$ cat config.mk
export PLATFORM = sky130hd
export DESIGN_NAME = load_store_unit
export DESIGN_NICKNAME = d
export VERILOG_FILES = /design/src/rtl/load_store_unit.sv
export SDC_FILE = /design/constraint.sdc
export NUM_CORES = 1
export LEC_CHECK = 0
export CAP_MARGIN = 20
export CORE_MARGIN = 1.5
export CORE_UTILIZATION = 45
export CTS_BUF_LIST = sky130_fd_sc_hd__clkbuf_4 sky130_fd_sc_hd__clkbuf_8
export CTS_CLUSTER_DIAMETER = 50
export DETAILED_ROUTE_END_ITERATION = 10
export GPL_ROUTABILITY_DRIVEN = 0
export PLACE_DENSITY = 0.79
export SLEW_MARGIN = 15
export SYNTH_ARGS = -nofsm -noshare
export SYNTH_HDL_FRONTEND = slang
export SYNTH_SLANG_ARGS = --single-unit
$ cat constraint.sdc
create_clock -name clk -period 6.4 [get_ports clk]
set_input_delay 1.28 -clock clk [delete_from_list [all_inputs] [get_ports clk]]
set_output_delay 1.28 -clock clk [all_outputs]
set_load 0.01 [all_outputs]
$ cat src/rtl/load_store_unit.sv
// Load/store unit: initiator side of a word-wide data memory.
// Handles RV32I byte/halfword/word loads and stores; sub-word stores are
// done as a read-modify-write. Each request ends in a one-cycle response pulse.
module load_store_unit #(
    parameter int unsigned MEM_DEPTH = 64
) (
    input  logic        clk,
    input  logic        reset,
    input  logic        req_valid,
    output logic        req_ready,
    input  logic        req_write,
    input  logic [2:0]  req_funct3,
    input  logic [31:0] req_addr,
    input  logic [31:0] req_wdata,
    output logic        resp_valid,
    output logic [31:0] resp_rdata,
    output logic        resp_error,
    output logic        MemRead,
    output logic        MemWrite,
    output logic [31:0] read_address,
    output logic [31:0] Write_data,
    input  logic [31:0] MemData_out
);

    typedef enum logic [2:0] {
        IDLE   = 3'd0,
        LOAD   = 3'd1,
        STORE  = 3'd2,
        RMW_RD = 3'd3,
        RMW_WR = 3'd4,
        RESP   = 3'd5
    } state_t;

    state_t      state;
    state_t      next_state;
    logic        accept;
    logic        req_err;
    logic        bad_funct3;
    logic        misaligned;
    logic        out_of_range;
    logic [2:0]  lat_funct3;
    logic [1:0]  lat_off;
    logic [31:0] lat_wdata;
    logic [4:0]  lane_shift;
    logic [31:0] lane_word;
    logic [31:0] lane_mask;
    logic [31:0] load_val;
    logic [31:0] merged;

    // Validate the incoming request (funct3, alignment, word-index range)
    always_comb begin
        case (req_funct3)
            3'd0, 3'd1, 3'd2: bad_funct3 = 1'b0;
            3'd4, 3'd5:       bad_funct3 = req_write;
            default:          bad_funct3 = 1'b1;
        endcase
        misaligned   = ((req_funct3[1:0] == 2'b01) && req_addr[0]) ||
                       ((req_funct3 == 3'd2) && (req_addr[1:0] != 2'b00));
        out_of_range = ({2'b00, req_addr[31:2]} >= 32'(MEM_DEPTH));
        req_err      = bad_funct3 || misaligned || out_of_range;
    end

    // State register
    always_ff @(posedge clk or posedge reset) begin
        if (reset) state <= IDLE;
        else       state <= next_state;
    end

    // Next-state logic and memory/handshake strobes
    always_comb begin
        next_state = state;
        req_ready  = 1'b0;
        accept     = 1'b0;
        MemRead    = 1'b0;
        MemWrite   = 1'b0;
        resp_valid = 1'b0;
        case (state)
            IDLE: begin
                req_ready = ~reset;
                if (req_valid && !reset) begin
                    accept = 1'b1;
                    if (req_err)                 next_state = RESP;
                    else if (!req_write)         next_state = LOAD;
                    else if (req_funct3 == 3'd2) next_state = STORE;
                    else                         next_state = RMW_RD;
                end
            end
            LOAD: begin
                MemRead    = 1'b1;
                next_state = RESP;
            end
            STORE: begin
                MemWrite   = 1'b1;
                next_state = RESP;
            end
            RMW_RD: begin
                MemRead    = 1'b1;
                next_state = RMW_WR;
            end
            RMW_WR: begin
                MemWrite   = 1'b1;
                next_state = RESP;
            end
            RESP: begin
                resp_valid = 1'b1;
                next_state = IDLE;
            end
            default: next_state = IDLE;
        endcase
    end

    // Lane extraction for loads and lane merge for sub-word stores.
    // Halfword accesses are aligned, so shifting by byte offset * 8 also
    // selects the right halfword.
    always_comb begin
        lane_shift = {lat_off, 3'b000};
        lane_word  = MemData_out >> lane_shift;
        case (lat_funct3)
            3'd0:    load_val = {{24{lane_word[7]}}, lane_word[7:0]};
            3'd1:    load_val = {{16{lane_word[15]}}, lane_word[15:0]};
            3'd4:    load_val = {24'h000000, lane_word[7:0]};
            3'd5:    load_val = {16'h0000, lane_word[15:0]};
            default: load_val = MemData_out;
        endcase
        lane_mask = (lat_funct3[0] ? 32'h0000_FFFF : 32'h0000_00FF) << lane_shift;
        merged    = (MemData_out & ~lane_mask) | ((lat_wdata << lane_shift) & lane_mask);
    end

    // Request latches, memory address/data and response registers
    always_ff @(posedge clk or posedge reset) begin
        if (reset) begin
            lat_funct3   <= '0;
            lat_off      <= '0;
            lat_wdata    <= '0;
            read_address <= '0;
            Write_data   <= '0;
            resp_rdata   <= '0;
            resp_error   <= 1'b0;
        end else begin
            if (accept) begin
                lat_funct3   <= req_funct3;
                lat_off      <= req_addr[1:0];
                lat_wdata    <= req_wdata;
                read_address <= {2'b00, req_addr[31:2]};
                resp_error   <= req_err;
                resp_rdata   <= '0;
                if (!req_err && req_write && (req_funct3 == 3'd2))
                    Write_data <= req_wdata;
            end
            case (state)
                LOAD:   resp_rdata <= load_val;
                RMW_RD: Write_data <= merged;
                RESP: begin
                    resp_rdata <= '0;
                    resp_error <= 1'b0;
                end
                default: ;
            endcase
        end
    end

endmodule

==> results of run 1 <==
[registers in the layout, summed over array words and instances (netlist names)]
register / count
Write_data: 32
lat_funct3: 3
lat_off: 2
lat_wdata: 16
read_address: 30
resp_error: 1
resp_rdata: 32
state: 3
[power by group]
group	leakage, uW	switching (uW)	internal, uW
Combinational	0.00207	773	730
Clock	0.000233	305	477
Sequential	0.00149	221	991
Total	0.00380	1300	2200
[per-layer routing]
layer  part of all wire (%)  global-route usage [%]  up-vias
li1                       -                       -     2766
met2                     46                   41.97      272
met1                     43                   37.08     2904
met5                      0                       0        -
met4                    2.5                   10.81        0
met3                    8.1                   6.981       37
[path summary, 6_finish.rpt]
| path | end | from | slack (ps) |
|---|---|---|---|
| worst min-delay path | resp_rdata[6] | resp_rdata[6] | 470 |
| worst max register to register | resp_rdata[22] | lat_funct3[0] | 3800 |
| worst min register to register | resp_rdata[6] | resp_rdata[6] | 470 |
| worst max-delay path | req_ready | reset | 2630 |
| min in group asynchronous | read_address[2] | reset | 1460 |
| max in group asynchronous | lat_wdata[14] | reset | 4040 |
[cell type report]
type                    count  area, um^2  share of cell area (%)
well taps                 176       220.2                   2.519
multi-input cells         486        2898                   33.15
inverters                  27       106.4                   1.217
clock buffers              24       311.5                   3.564
flip-flops and latches    119        2979                   34.08
repair buffers            208        2085                   23.84
clock inverters             8       142.6                   1.632
[placed cells by master, fill, tap and decap left out, types with 17 or more instances in the layout]
master                            synthesis  final
sky130_fd_sc_hd__a22oi_1                 17     17
sky130_fd_sc_hd__dfrtp_1                119    118
sky130_fd_sc_hd__inv_1                   27     26
sky130_fd_sc_hd__clkbuf_8                 0     21
sky130_fd_sc_hd__mux2i_1                 32     32
sky130_fd_sc_hd__a21oi_1                 65     65
sky130_fd_sc_hd__a221o_1                 32     32
sky130_fd_sc_hd__nand2_1                180    180
sky130_fd_sc_hd__clkdlybuf4s50_1          0    201
sky130_fd_sc_hd__o21ai_0                 46     46
[cell families (layout without fill, tap and decap cells)]
group	count (synthesis)	in the layout	share of synthesized area (%)
and+or+nand+nor	230	230	15.95
DFF	119	119	47.98
muxes	41	41	6.976
xor gates and xnor gates	2	2	0.2823
other	1	2	0.06043
buffers and inverters	84	267	5.726
AOI/OAI and AO/OA	211	211	23.02
[cell usage after synthesis, types with 2 or more instances]
cell                        count  area, um^2
sky130_fd_sc_hd__nand2_1      180       675.7
sky130_fd_sc_hd__clkbuf_1      34       127.6
sky130_fd_sc_hd__nor2_1         9       33.78
sky130_fd_sc_hd__o221ai_1       8       70.07
sky130_fd_sc_hd__nand4_1        2       12.51
sky130_fd_sc_hd__a21oi_1       65       325.3
sky130_fd_sc_hd__mux2_2         8       90.09
sky130_fd_sc_hd__a2bb2oi_1      7       61.31
sky130_fd_sc_hd__mux2i_1       32       320.3
sky130_fd_sc_hd__o21ai_0       46       230.2
sky130_fd_sc_hd__o21bai_1      10       75.07
sky130_fd_sc_hd__a22oi_1       17       127.6
sky130_fd_sc_hd__buf_6          2       22.52
sky130_fd_sc_hd__buf_4          3       22.52
sky130_fd_sc_hd__buf_1          7       26.28
sky130_fd_sc_hd__buf_2         11       55.05
sky130_fd_sc_hd__dfrtp_1      119        2978
sky130_fd_sc_hd__a31oi_1        2       12.51
sky130_fd_sc_hd__a221o_1       32       320.3
sky130_fd_sc_hd__nor2b_1       12       75.07
sky130_fd_sc_hd__and2_1         3       18.77
sky130_fd_sc_hd__nor3b_1       10       75.07
sky130_fd_sc_hd__a211o_1        8       70.07
sky130_fd_sc_hd__inv_1         27       101.4
sky130_fd_sc_hd__o2bb2ai_1      8       70.07
sky130_fd_sc_hd__nor4_1         6       37.54
[worst min-delay path, stage by stage, from the launching register on]
cell and delay (ps):
sky130_fd_sc_hd__dfrtp_1 340, sky130_fd_sc_hd__nand2_1 50, sky130_fd_sc_hd__nand2_1 50
[stage by stage]
step | hold slack [ps] | power, uW | instance area, um^2 | worst slack [ps]
after detailed placement | 458.8 | 2700 | 8250 | 2655
after floorplan | 469.1 | 2073 | 6210 | 1963
final | 466.5 | 3497 | 8742 | 2626
after global placement | 455.8 | 2655 | 8250 | 2671
after CTS | 473.6 | 3487 | 8705 | 2654
after global routing | 489.7 | 3710 | 8742 | 2591
==> flow_summary.yaml, run 1 <==
finish:
  count_of_fill_cells_added_during_filler_insertion: 1107
  drive_above_1_share_pct: 6.193
  insertedDiodeCount: 0
  areaGrowthSynthToFinish_pct: 40.87
  final_core_utilization_pct: 65.49
  finalNonFillerCells: 1048
  final_nets: 962
setup_path:
  worstPathCellList: "clkdlybuf4s50_1 > nor2_1 > clkdlybuf4s50_1"
  crit_buf_inv: 2
  worst-endpoint-required_ps: 5120
  path_depth: 3
  path_class: "input pin to output pin"
  crit_path_max_incr_delay_ps: 540
  worst_setup_path_start_kind: "input pin"
  critical_path_arrival_ps: 2490
  critPathMostFrequentCell: "sky130_fd_sc_hd__clkdlybuf4s50_1"
  cell_family_with_the_largest_share_of_critical_path_delay: "buffers and inverters"
  crit_fanout: 4
  worstRegToRegCells: 4
  critical_path.endpoint_type: "output pin"
  critical-path-slowest-cell: "sky130_fd_sc_hd__clkdlybuf4s50_1"
timing:
  period_needed_ps: 3774
  timing.final.hold_violations: 0
  rsz0062_at_grt: "no"
  setup_viol: 0
  final.setup.tns_ps: 0
  worst_clock_skew_ps: 8.848
  worst-slew-pin-transition_ps: 1031
  max_clock_freq_ghz: 0.2650
  layout_worst_path_cycle_share_pct: 58.96
  slew-limit-headroom_pct: 31.12
  timing.final.max_slew_violations: 0
grt:
  global_route_total_usage_across_every_layer_pct: 27.31
  antenna_found_initial: 0
  grt_pass1_wl_um: 31040
  first_global_vias: 6025
  grt_max_degree: 94
  overflow: 0
drt:
  detail-route-antenna-nets: 0
  drc_errors: 0
  routed_wirelength_um: 19310
  number_of_iterations_in_the_first_detailed_routing_pass: 5
  num_vias: 5979
  wl_per_cell_um: 18.42
  drt-vias-per-instance: 5.705
  detail_route.iter0.violations: 518
power:
  p_leak_uw: 0.003799
  power_density_mw_per_mm2: 400.1
  vdd.ir_drop.worst_mv: 0.2161
clock_network:
  postCtsResizedCells: 0
  clock_path_buffers: 2
  clk-insertion-delay-late_ps: 440
  cts_max_level: 4
  cts_hold_buffers: 0
  tritoncts: "built"
  cts_setup_buffers: 0
  cts_buffers: 17
  cts.reportedPaths.clkPinSlew_ps: 70
  clock_sinks: 119
  root_buffer_cell: "sky130_fd_sc_hd__clkbuf_8"
placement:
  placedCellCount: 1015
  placement.io_buffers: 201
  dp_hpwl_um: 13940
die:
  initial_util_pct: 46.49
  ioPinCount: 204
  dieWidth_um: 120.4
  dieHeight_um: 120.4
  floorplan.core_area_mm2: 0.01335
  floorplan.rows: 42
  dieArea_mm2: 0.01450
logic_synthesis:
  netlist_area_before_placement_mm2: 0.006206
  yosys_warnings: 0
  synthFlopType: "sky130_fd_sc_hd__dfrtp_1"
  post_synth.cell_area_avg_um2: 9.020
  netlist_instances: 688
  synth-edff-count: 0
  ffs_latches_synth: 119
  synth.distinct_cells: 46
  seq_area_frac_synth_pct: 47.98
  async_flop_share_pct: 100.0
worst_hold_path:
  hold_path_depth: 2
  worstHoldPathType: "flip-flop to flip-flop"
run:
  timing.max_cap.violations: 0
run_status:
  outcome: "finished, final reports clean"
(Power assumes the default switching activity.)
==> run 2, diff against run 1 <==
==> constraint.sdc (replaced) <==
create_clock -name clk -period 3.6 [get_ports clk]
set_input_delay 0.72 -clock clk [delete_from_list [all_inputs] [get_ports clk]]
set_output_delay 0.72 -clock clk [all_outputs]
set_load 0.01 [all_outputs]
==> run 2 against run 1 <==
Register-to-register slack got worse by 2700 ps. Sequential share of layout area fell by 0.23 points. Sequential power rose by 80%. Die area did not move. First-iteration DRC count fell by 13%. Worst setup slack got worse by 1700 ps. Final cell count rose by 0.38%. Largest cell class unchanged. Via count fell by 1.0%. Sequential cell count did not move.
==> flow_summary.yaml, run 2 (synthesized netlist as in run 1, its figures left out) <==
finish:
  layout_common_cells: "sky130_fd_sc_hd__clkdlybuf4s50_1, sky130_fd_sc_hd__nand2_1, sky130_fd_sc_hd__dfrtp_1"
  insertedDiodeCount: 0
  final_core_utilization_pct: 65.94
  finalNonFillerCells: 1052
  drive_above_1_share_pct: 6.621
  layout.cells.most_common: "sky130_fd_sc_hd__clkdlybuf4s50_1"
  count_of_fill_cells_added_during_filler_insertion: 1081
  final_nets: 968
  areaGrowthSynthToFinish_pct: 41.81
  biggestRegsByFlops: "Write_data: 32 flops, resp_rdata: 32 flops, read_address: 30 flops"
clock_network:
  cts_hold_buffers: 0
  postCtsResizedCells: 0
  tritoncts: "built"
  root_buffer_cell: "sky130_fd_sc_hd__clkbuf_8"
  cts_buffers: 17
  cts_max_level: 4
  cts_setup_buffers: 0
  clock_path_buffers: 2
  clock_sinks: 119
  cts.reportedPaths.clkPinSlew_ps: 60
  clk-insertion-delay-late_ps: 450
timing:
  worst_clock_skew_ps: 9.181
  worst-slew-pin-transition_ps: 809.0
  setup_viol: 0
  timing.final.hold_violations: 0
  timing.final.max_slew_violations: 0
  final.setup.tns_ps: 0
  rsz0062_at_grt: "no"
  period_needed_ps: 2723
  max_clock_freq_ghz: 0.3672
  hold-worst-slack_ps: 466.3
  slew-limit-headroom_pct: 45.95
  layout_worst_path_cycle_share_pct: 75.65
drt:
  wl_per_cell_um: 18.43
  routed_wirelength_um: 19390
  detail-route-antenna-nets: 0
  number_of_iterations_in_the_first_detailed_routing_pass: 6
  num_vias: 5919
  detail_route.iter0.violations: 451
  drt-vias-per-instance: 5.626
  drc_errors: 0
power:
  power_density_mw_per_mm2: 719.1
  switching_share_pct: 36.23
  post-layout-total-power_uw: 6329
  power.share.combinational_pct: 42.1
  power_frac_clock_pct: 23.4
  power.share.sequential_pct: 34.5
  vdd.ir_drop.worst_mv: 0.4637
  netSwitchingPower_uw: 2293
  power_internal_uw: 4036
  p_leak_uw: 0.003837
setup_path:
  path_class: "flip-flop to output pin"
  worstPathCellList: "or3_1 > nor2_1 > clkdlybuf4s50_1"
  crit_fanout: 10
  worstRegToRegCells: 5
  worst-endpoint-required_ps: 2880
  path_depth: 3
  critical_path_arrival_ps: 2000
  crit_path_max_incr_delay_ps: 550
  ff2ff_setup_slack_ps: 1130
  crit_buf_inv: 1
  worstReg2RegEnd: "resp_rdata[19]"
  crit-reg2reg-launch: "lat_off[0]"
  cell_family_with_the_largest_share_of_critical_path_delay: "buffers and inverters"
  critical-path-slowest-cell: "sky130_fd_sc_hd__clkdlybuf4s50_1"
  worst_setup_path_start_kind: "flip-flop"
  timing.critical_path.to: "req_ready"
  critical_path.endpoint_type: "output pin"
  critical_path.startpoint: "state[1]"
grt:
  antenna_found_initial: 0
  grt_pass1_wl_um: 30900
  grt_max_degree: 53
  global_route_total_usage_across_every_layer_pct: 27.55
  overflow: 0
  first_global_vias: 5751
run_status:
  outcome: "finished, final reports clean"
die:
  dieWidth_um: 120.4
  initial_util_pct: 46.49
  floorplan.rows: 42
  floorplan.core_area_mm2: 0.01335
  ioPinCount: 204
  dieArea_mm2: 0.01450
  dieHeight_um: 120.4
placement:
  placement.io_buffers: 201
  placedCellCount: 1022
  dp_hpwl_um: 14420
run:
  timing.max_cap.violations: 0
worst_hold_path:
  worstHoldPathType: "flip-flop to flip-flop"
==> run 2: cell types whose count changed in the layout (fill, tap and decap cells not counted), sizes merged <==
cell | previous run | this run
clkbuf | 24 | 21
bufinv | 4 | 6
buf | 7 | 13
inv | 27 | 26
==> run 2: how the worst min path moves through the flow <==
| stage | from | end | depth (start not counted) |
|---|---|---|---|
| after floorplan | lat_funct3[2] | lat_funct3[2] | 2 |
| after global placement | resp_rdata[2] | resp_rdata[2] | 2 |
| after detailed placement | read_address[26] | read_address[26] | 2 |
| after CTS | resp_rdata[5] | resp_rdata[5] | 2 |
| after global routing | read_address[10] | read_address[10] | 2 |
| final | resp_rdata[5] | resp_rdata[5] | 2 |
==> run 2: final cells by class <==
cell class	instances	area, um^2	area share (%)
sequential	119	2979	33.85
multi-input combinational	486	2890	32.84
timing repair buffer	214	2122	24.11
clock buffer	21	289.0	3.284
clock inverter	9	195.2	2.218
tap	176	220.2	2.502
inverter	27	105.1	1.194
==> run 2: worst min-delay path, cell delays in order (launching register included) <==
cell                      delay (ps)
sky130_fd_sc_hd__dfrtp_1         340
sky130_fd_sc_hd__nand2_1          50
sky130_fd_sc_hd__nand2_1          50
==> run 2: power groups by stage <==
stage                     Sequential, uW  Clock, uW  Combinational [uW]
after floorplan                     2130          0                1560
after global placement              2170          0                2580
after detailed placement            2200          0                2640
after CTS                           2180       1500                2650
after global routing                2250       1560                2910
final                               2180       1480                2660
==> run 2: per-layer routing <==
layer | vias up | track usage, % | part of all wire, %
met2 | 281 | 41.94 | 47
met5 | - | 0 | 0
met4 | 0 | 10.07 | 2.4
met1 | 2821 | 38.66 | 44
li1 | 2781 | - | -
met3 | 36 | 6.274 | 7.2
==> run 2: metrics by stage <==
step                      setup slack, ps  area [um^2]
after CTS                           872.5         8801
final                               876.7         8801
after floorplan                      1342         6213
after detailed placement            542.9         8317
after global routing                778.2         8801
after global placement              639.6         8317
==> run 3, diff against run 2 <==
==> constraint.sdc (replaced) <==
create_clock -name clk -period 2.8 [get_ports clk]
set_input_delay 0.56 -clock clk [delete_from_list [all_inputs] [get_ports clk]]
set_output_delay 0.56 -clock clk [all_outputs]
set_load 0.01 [all_outputs]
==> run 3 against run 2 <==
Non-clock buffer count up 8. Clock skew rose by 0.97 ps. Critical path depth stayed put. Global-route usage is 0.20 points higher. Sequential power grew 23%. Sequential share of layout area fell by 0.18 points. Sequential cell count is the same. Die area stayed put. Critical path type unchanged.
==> flow_summary.yaml, run 3 (synthesized netlist as in run 1, its figures left out) <==
placement:
  dp_worst_setup_slack_ps: 45.76
  dp_hpwl_um: 14580
  placedCellCount: 1030
  placement.io_buffers: 201
clock_network:
  cts_buffers: 17
  cts_setup_buffers: 0
  clk-insertion-delay-late_ps: 450
  cts_max_level: 4
  root_buffer_cell: "sky130_fd_sc_hd__clkbuf_8"
  cts.reportedPaths.clkPinSlew_ps: 70
  cts_hold_buffers: 0
  clock_path_buffers: 2
  tritoncts: "built"
  clock_sinks: 119
  postCtsResizedCells: 0
power:
  power_density_mw_per_mm2: 901.6
  power_internal_uw: 4978
  p_leak_uw: 0.003850
  power.share.sequential_pct: 33.8
  netSwitchingPower_uw: 3000
  vdd.ir_drop.worst_mv: 0.4833
  power.share.combinational_pct: 44.8
  power_frac_clock_pct: 21.4
  switching_share_pct: 37.60
timing:
  final_critical_path_setup_slack_ps: 226.4
  hold-worst-slack_ps: 470.1
  slew-limit-headroom_pct: 51.45
  worst-slew-pin-transition_ps: 726.6
  worst_clock_skew_ps: 10.15
  timing.final.hold_violations: 0
  setup_viol: 0
  final.setup.tns_ps: 0
  period_needed_ps: 2574
  timing.final.max_slew_violations: 0
  rsz0062_at_grt: "no"
  max_clock_freq_ghz: 0.3886
  layout_worst_path_cycle_share_pct: 91.92
grt:
  overflow: 0
  antenna_found_initial: 0
  first_global_vias: 5954
  grt_pass1_wl_um: 31080
  global_route_total_usage_across_every_layer_pct: 27.75
  grt_max_degree: 49
die:
  floorplan.core_area_mm2: 0.01335
  dieHeight_um: 120.4
  floorplan.rows: 42
  dieWidth_um: 120.4
  ioPinCount: 204
  dieArea_mm2: 0.01450
  initial_util_pct: 46.49
setup_path:
  critical_path.endpoint_type: "output pin"
  critical_path_arrival_ps: 2010
  worst_setup_path_start_kind: "flip-flop"
  worst-endpoint-required_ps: 2240
  crit_path_max_incr_delay_ps: 550
  worstPathCellList: "or3_1 > nor2_1 > clkdlybuf4s50_1"
  ff2ff_setup_slack_ps: 650
  crit_buf_inv: 1
  cell_family_with_the_largest_share_of_critical_path_delay: "buffers and inverters"
  path_class: "flip-flop to output pin"
  critical-path-slowest-cell: "sky130_fd_sc_hd__clkdlybuf4s50_1"
  crit_fanout: 10
finish:
  final_nets: 976
  areaGrowthSynthToFinish_pct: 42.58
  insertedDiodeCount: 0
  layout.cells.most_common: "sky130_fd_sc_hd__clkdlybuf4s50_1"
  biggestRegsByFlops: "Write_data: 32 flops, resp_rdata: 32 flops, read_address: 30 flops"
  finalNonFillerCells: 1062
  count_of_fill_cells_added_during_filler_insertion: 1089
  drive_above_1_share_pct: 7.675
  final_core_utilization_pct: 66.29
  layout_common_cells: "sky130_fd_sc_hd__clkdlybuf4s50_1, sky130_fd_sc_hd__nand2_1, sky130_fd_sc_hd__dfrtp_1"
drt:
  detail_route.iter0.violations: 532
  drc_errors: 0
  drt-vias-per-instance: 5.696
  num_vias: 6049
  number_of_iterations_in_the_first_detailed_routing_pass: 5
  wl_per_cell_um: 18.58
  detail-route-antenna-nets: 0
  routed_wirelength_um: 19740
run_status:
  outcome: "finished, final reports clean"
worst_hold_path:
  worstHoldPathType: "flip-flop to flip-flop"
run:
  timing.max_cap.violations: 0
run 3: cell count changes in the layout (fill, tap and decap cells not counted):
cell / delta
sky130_fd_sc_hd__clkinv_4: +1
sky130_fd_sc_hd__clkinv_2: +1
sky130_fd_sc_hd__bufinv_16: -2
sky130_fd_sc_hd__buf_12: +3
sky130_fd_sc_hd__clkbuf_8: -3
sky130_fd_sc_hd__clkbuf_4: +1
sky130_fd_sc_hd__buf_4: +5
sky130_fd_sc_hd__clkinvlp_4: +4
run 3: stage by stage:
stage          cell area (um^2)  power, uW
4_1_cts                    8848       7978
3_3_place_gp               8414       6138
3_5_place_dp               8414       6247
2_1_floorplan              6213       4739
6_report                   8848       7978
5_1_grt                    8848       8461
run 3: path summary, 6_finish.rpt:
check / start / to / cells past startpoint
max in group asynchronous: reset / read_address[16] / 3
max: state[1] / req_ready / 3
max reg2reg: lat_funct3[0] / resp_rdata[23] / 5
min in group asynchronous: reset / state[0] / 2
min: resp_rdata[0] / resp_rdata[0] / 2
min reg2reg: resp_rdata[0] / resp_rdata[0] / 2
run 3: worst reg2reg max path, cell delays in order (launching register included):
cell	delay (ps)
sky130_fd_sc_hd__dfrtp_1	670
sky130_fd_sc_hd__and2_1	450
sky130_fd_sc_hd__a221oi_1	160
sky130_fd_sc_hd__o2111a_1	260
sky130_fd_sc_hd__buf_4	190
sky130_fd_sc_hd__a221o_1	290
run 3: power groups by stage:
stage          logic [uW]  clock network (uW)  registers (uW)
2_1_floorplan        2000                   0            2740
3_3_place_gp         3450                   0            2690
3_5_place_dp         3540                   0            2710
4_1_cts              3560                1730            2690
5_1_grt              3890                1800            2770
6_report             3580                1710            2690
run 3: area by class of cell:
cell class                 instances  area, um^2  area share [%]
inverter                          27       105.1           1.188
tap                              176       220.2           2.489
sequential                       119        2979           33.67
clock buffer                      19       255.2           2.885
clock inverter                    13       178.9           2.022
multi-input combinational        486        2890           32.66
timing repair buffer             222        2220           25.08
run 3: per-layer routing:
layer  share of wire, %  GRT usage (%)  vias up
li1                   -              -     2796
met1                 43          38.00     2936
met2                 47          43.89      279
met3                7.5          6.038       38
met4                2.2          9.338        0
met5                  0              0        -
==> patch, RTL diff (config.mk and constraints of run 2) <==
The parameter `MEM_DEPTH` goes from 64 to 48.
--- a/src/rtl/load_store_unit.sv
+++ b/src/rtl/load_store_unit.sv
@@ -2,7 +2,7 @@
 // Handles RV32I byte/halfword/word loads and stores; sub-word stores are
 // done as a read-modify-write. Each request ends in a one-cycle response pulse.
 module load_store_unit #(
-    parameter int unsigned MEM_DEPTH = 64
+    parameter int unsigned MEM_DEPTH = 48
 ) (
     input  logic        clk,
     input  logic        reset,
Behaviour: not the same (Yosys sat finds a counterexample within 4 cycles, from zero or initial values and one cycle with reset high).
==> patch against run 2 <==
- wire length is 3.0% lower
- critical path depth unchanged
- final area down 1.1%
- sequential cell count stayed put
- register-to-register slack better by 30 ps
- worst setup slack worse by 100 ps
- total power down 2.4%
- critical path type unchanged
- synthesized area decreased by 0.54%
- synthesized cell count shrank 2.8%
==> patch: results (changes against run 2) <==
P_leak 4.07 nW (+6.1%); Starting DRT DRC Count 434 (-3.8%); gr ovfl total 0 (unchanged); insertion delay to the later sink of the worst-skew pair 440 ps; clock buffer depth 2 (unchanged); list of most frequent post-synthesis cells nand2_1 (223), dfrtp_1 (119), o21ai_0 (59), mux2i_1 (48), a21oi_1 (32); Final #Nets 957 (-1.1%); arrival time at the worst endpoint 2110 ps (+110 ps); cell chosen for the clock root clkbuf_8; H-tree depth 4 (unchanged); hold crit path type flip-flop to flip-flop; n_diodes 0 (unchanged); largest cells by area after synthesis dfrtp_1 (48%), nand2_1 (14%), mux2i_1 (7.8%), mux2_1 (5.5%), o21ai_0 (4.8%); first-pass GRT wire length 29.9 mm (-3.2%); DRT Pass-1 Iters 5 (-1); Via density 5.49 (-2.4%); CTS Buf Count 17 (unchanged); Hold Vio Cnt, Final 0 (unchanged); Yosys cell types 47 (+2.2%); Setup Buffers After CTS 0 (unchanged); Clock transition at path regs 80 ps (+20 ps); GRT Total Usage 0.269 (-0.00684); Worst-Margin Slew 1020 ps (+214 ps); number of global-route vias before repair 5763 (+0.21%); Layout Skew 10.2 ps (+1.01 ps); Post-synth EDFFs 0 (unchanged); post_cts resized 0 (unchanged); synth warn 0 (unchanged); largest net degree at the start of global routing 65 (+23%); crit-path max FO 11 (+1); register area share after synthesis 0.482 (+0.00263); Net Sw Frac 0.380 (+0.0176); post-synth top area cell dfrtp_1; Post-synth ARST share 1.00 (unchanged); Final HPWL DP 14.1 mm (-2.3%); VDD IR-drop max 0.000268 V (-42%); status completed; number of buffers added on ports 201 (unchanged); hold buffers post-CTS 0 (unchanged); Largest regs Write_data: 32 flops, resp_rdata: 32 flops, read_address: 30 flops; Worst R2R Setup Slack 1160 ps (+30 ps); share of layout cells above drive strength 1 0.0831 (+0.0169); initial antenna violation count 0 (unchanged); final WL 18.8 mm (-3.0%)
-- patch: cell types whose count changed after synthesis, sizes merged, moves of 14 or more --
cell,delta
mux2,+32
mux2i,+16
a21oi,-33
nor2,+24
o21ai,+14
a221o,-16
inv,-25
a22oi,-17
nand2,+44
-- patch: logic make-up (layout without fill, tap and decap cells) --
kind of cell	after synthesis	in the layout	share of synthesized area
AND/OR/NAND/NOR	280	280	0.192
XOR/XNOR	3	3	0.00426
flip-flops	119	119	0.482
multiplexers	89	89	0.154
other	1	2	0.000608
buffers and inverters	50	246	0.0395
AO/OA/AOI/OAI	127	127	0.127
-- patch: path summary, 6_finish.rpt --
check,from,endpoint,cells after the start
setup / recovery,state[1]$_DFFE_PP0P_,req_ready,3
min in group asynchronous,reset,read_address[1]$_DFFE_PP0P_,2
hold / removal,resp_rdata[0]$_DFFE_PP0P_,resp_rdata[0]$_DFFE_PP0P_,2
max in group asynchronous,reset,Write_data[27]$_DFFE_PP0P_,4
hold reg to reg,resp_rdata[0]$_DFFE_PP0P_,resp_rdata[0]$_DFFE_PP0P_,2
setup reg to reg,lat_off[0]$_DFFE_PP0P_,Write_data[13]$_DFFE_PP0P_,5
-- patch: area by class of cell --
| type | count | area [µm²] |
|---|---|---|
| timing repair buffer | 213 | 2130 |
| multi-input combinational | 501 | 2960 |
| clock buffer | 23 | 310 |
| sequential | 119 | 2980 |
| clock inverter | 8 | 95.1 |
| tap | 176 | 220 |
| fill | 1038 | 4590 |
| inverter | 2 | 11.3 |
-- patch: layer usage --
layer	vias up	GRT usage	wire [µm]
met5	-	0	0
li1	2673	-	-
met2	227	0.424	9030
met1	2769	0.362	7960
met4	0	0.114	648
met3	52	0.0537	1170
-- patch: critical path, cell delays in order (launching register included) --
cell and delay [ps]:
dfrtp_1 510, or3_1 490, nor2_1 110, clkdlybuf4s50_1 560
-- patch: power groups by stage --
stage,registers (mW),logic (mW),clock network (mW)
2_1_floorplan,2.16,1.58,0
3_3_place_gp,2.19,2.63,0
3_5_place_dp,2.22,2.71,0
4_1_cts,2.20,2.73,1.25
5_1_grt,2.26,2.97,1.31
6_report,2.20,2.74,1.24
-- patch: through the flow --
stage	power, mW	setup slack, ps	std cells	cell area (µm²)	hold WS (ps)
floorplan	3.73	1300	670	6180	466
global placement	4.82	566	1010	8280	453
detailed placement	4.93	493	1010	8280	461
CTS	6.18	759	1041	8690	478
global route	6.55	675	1042	8710	510
finish	6.18	772	1042	8710	476
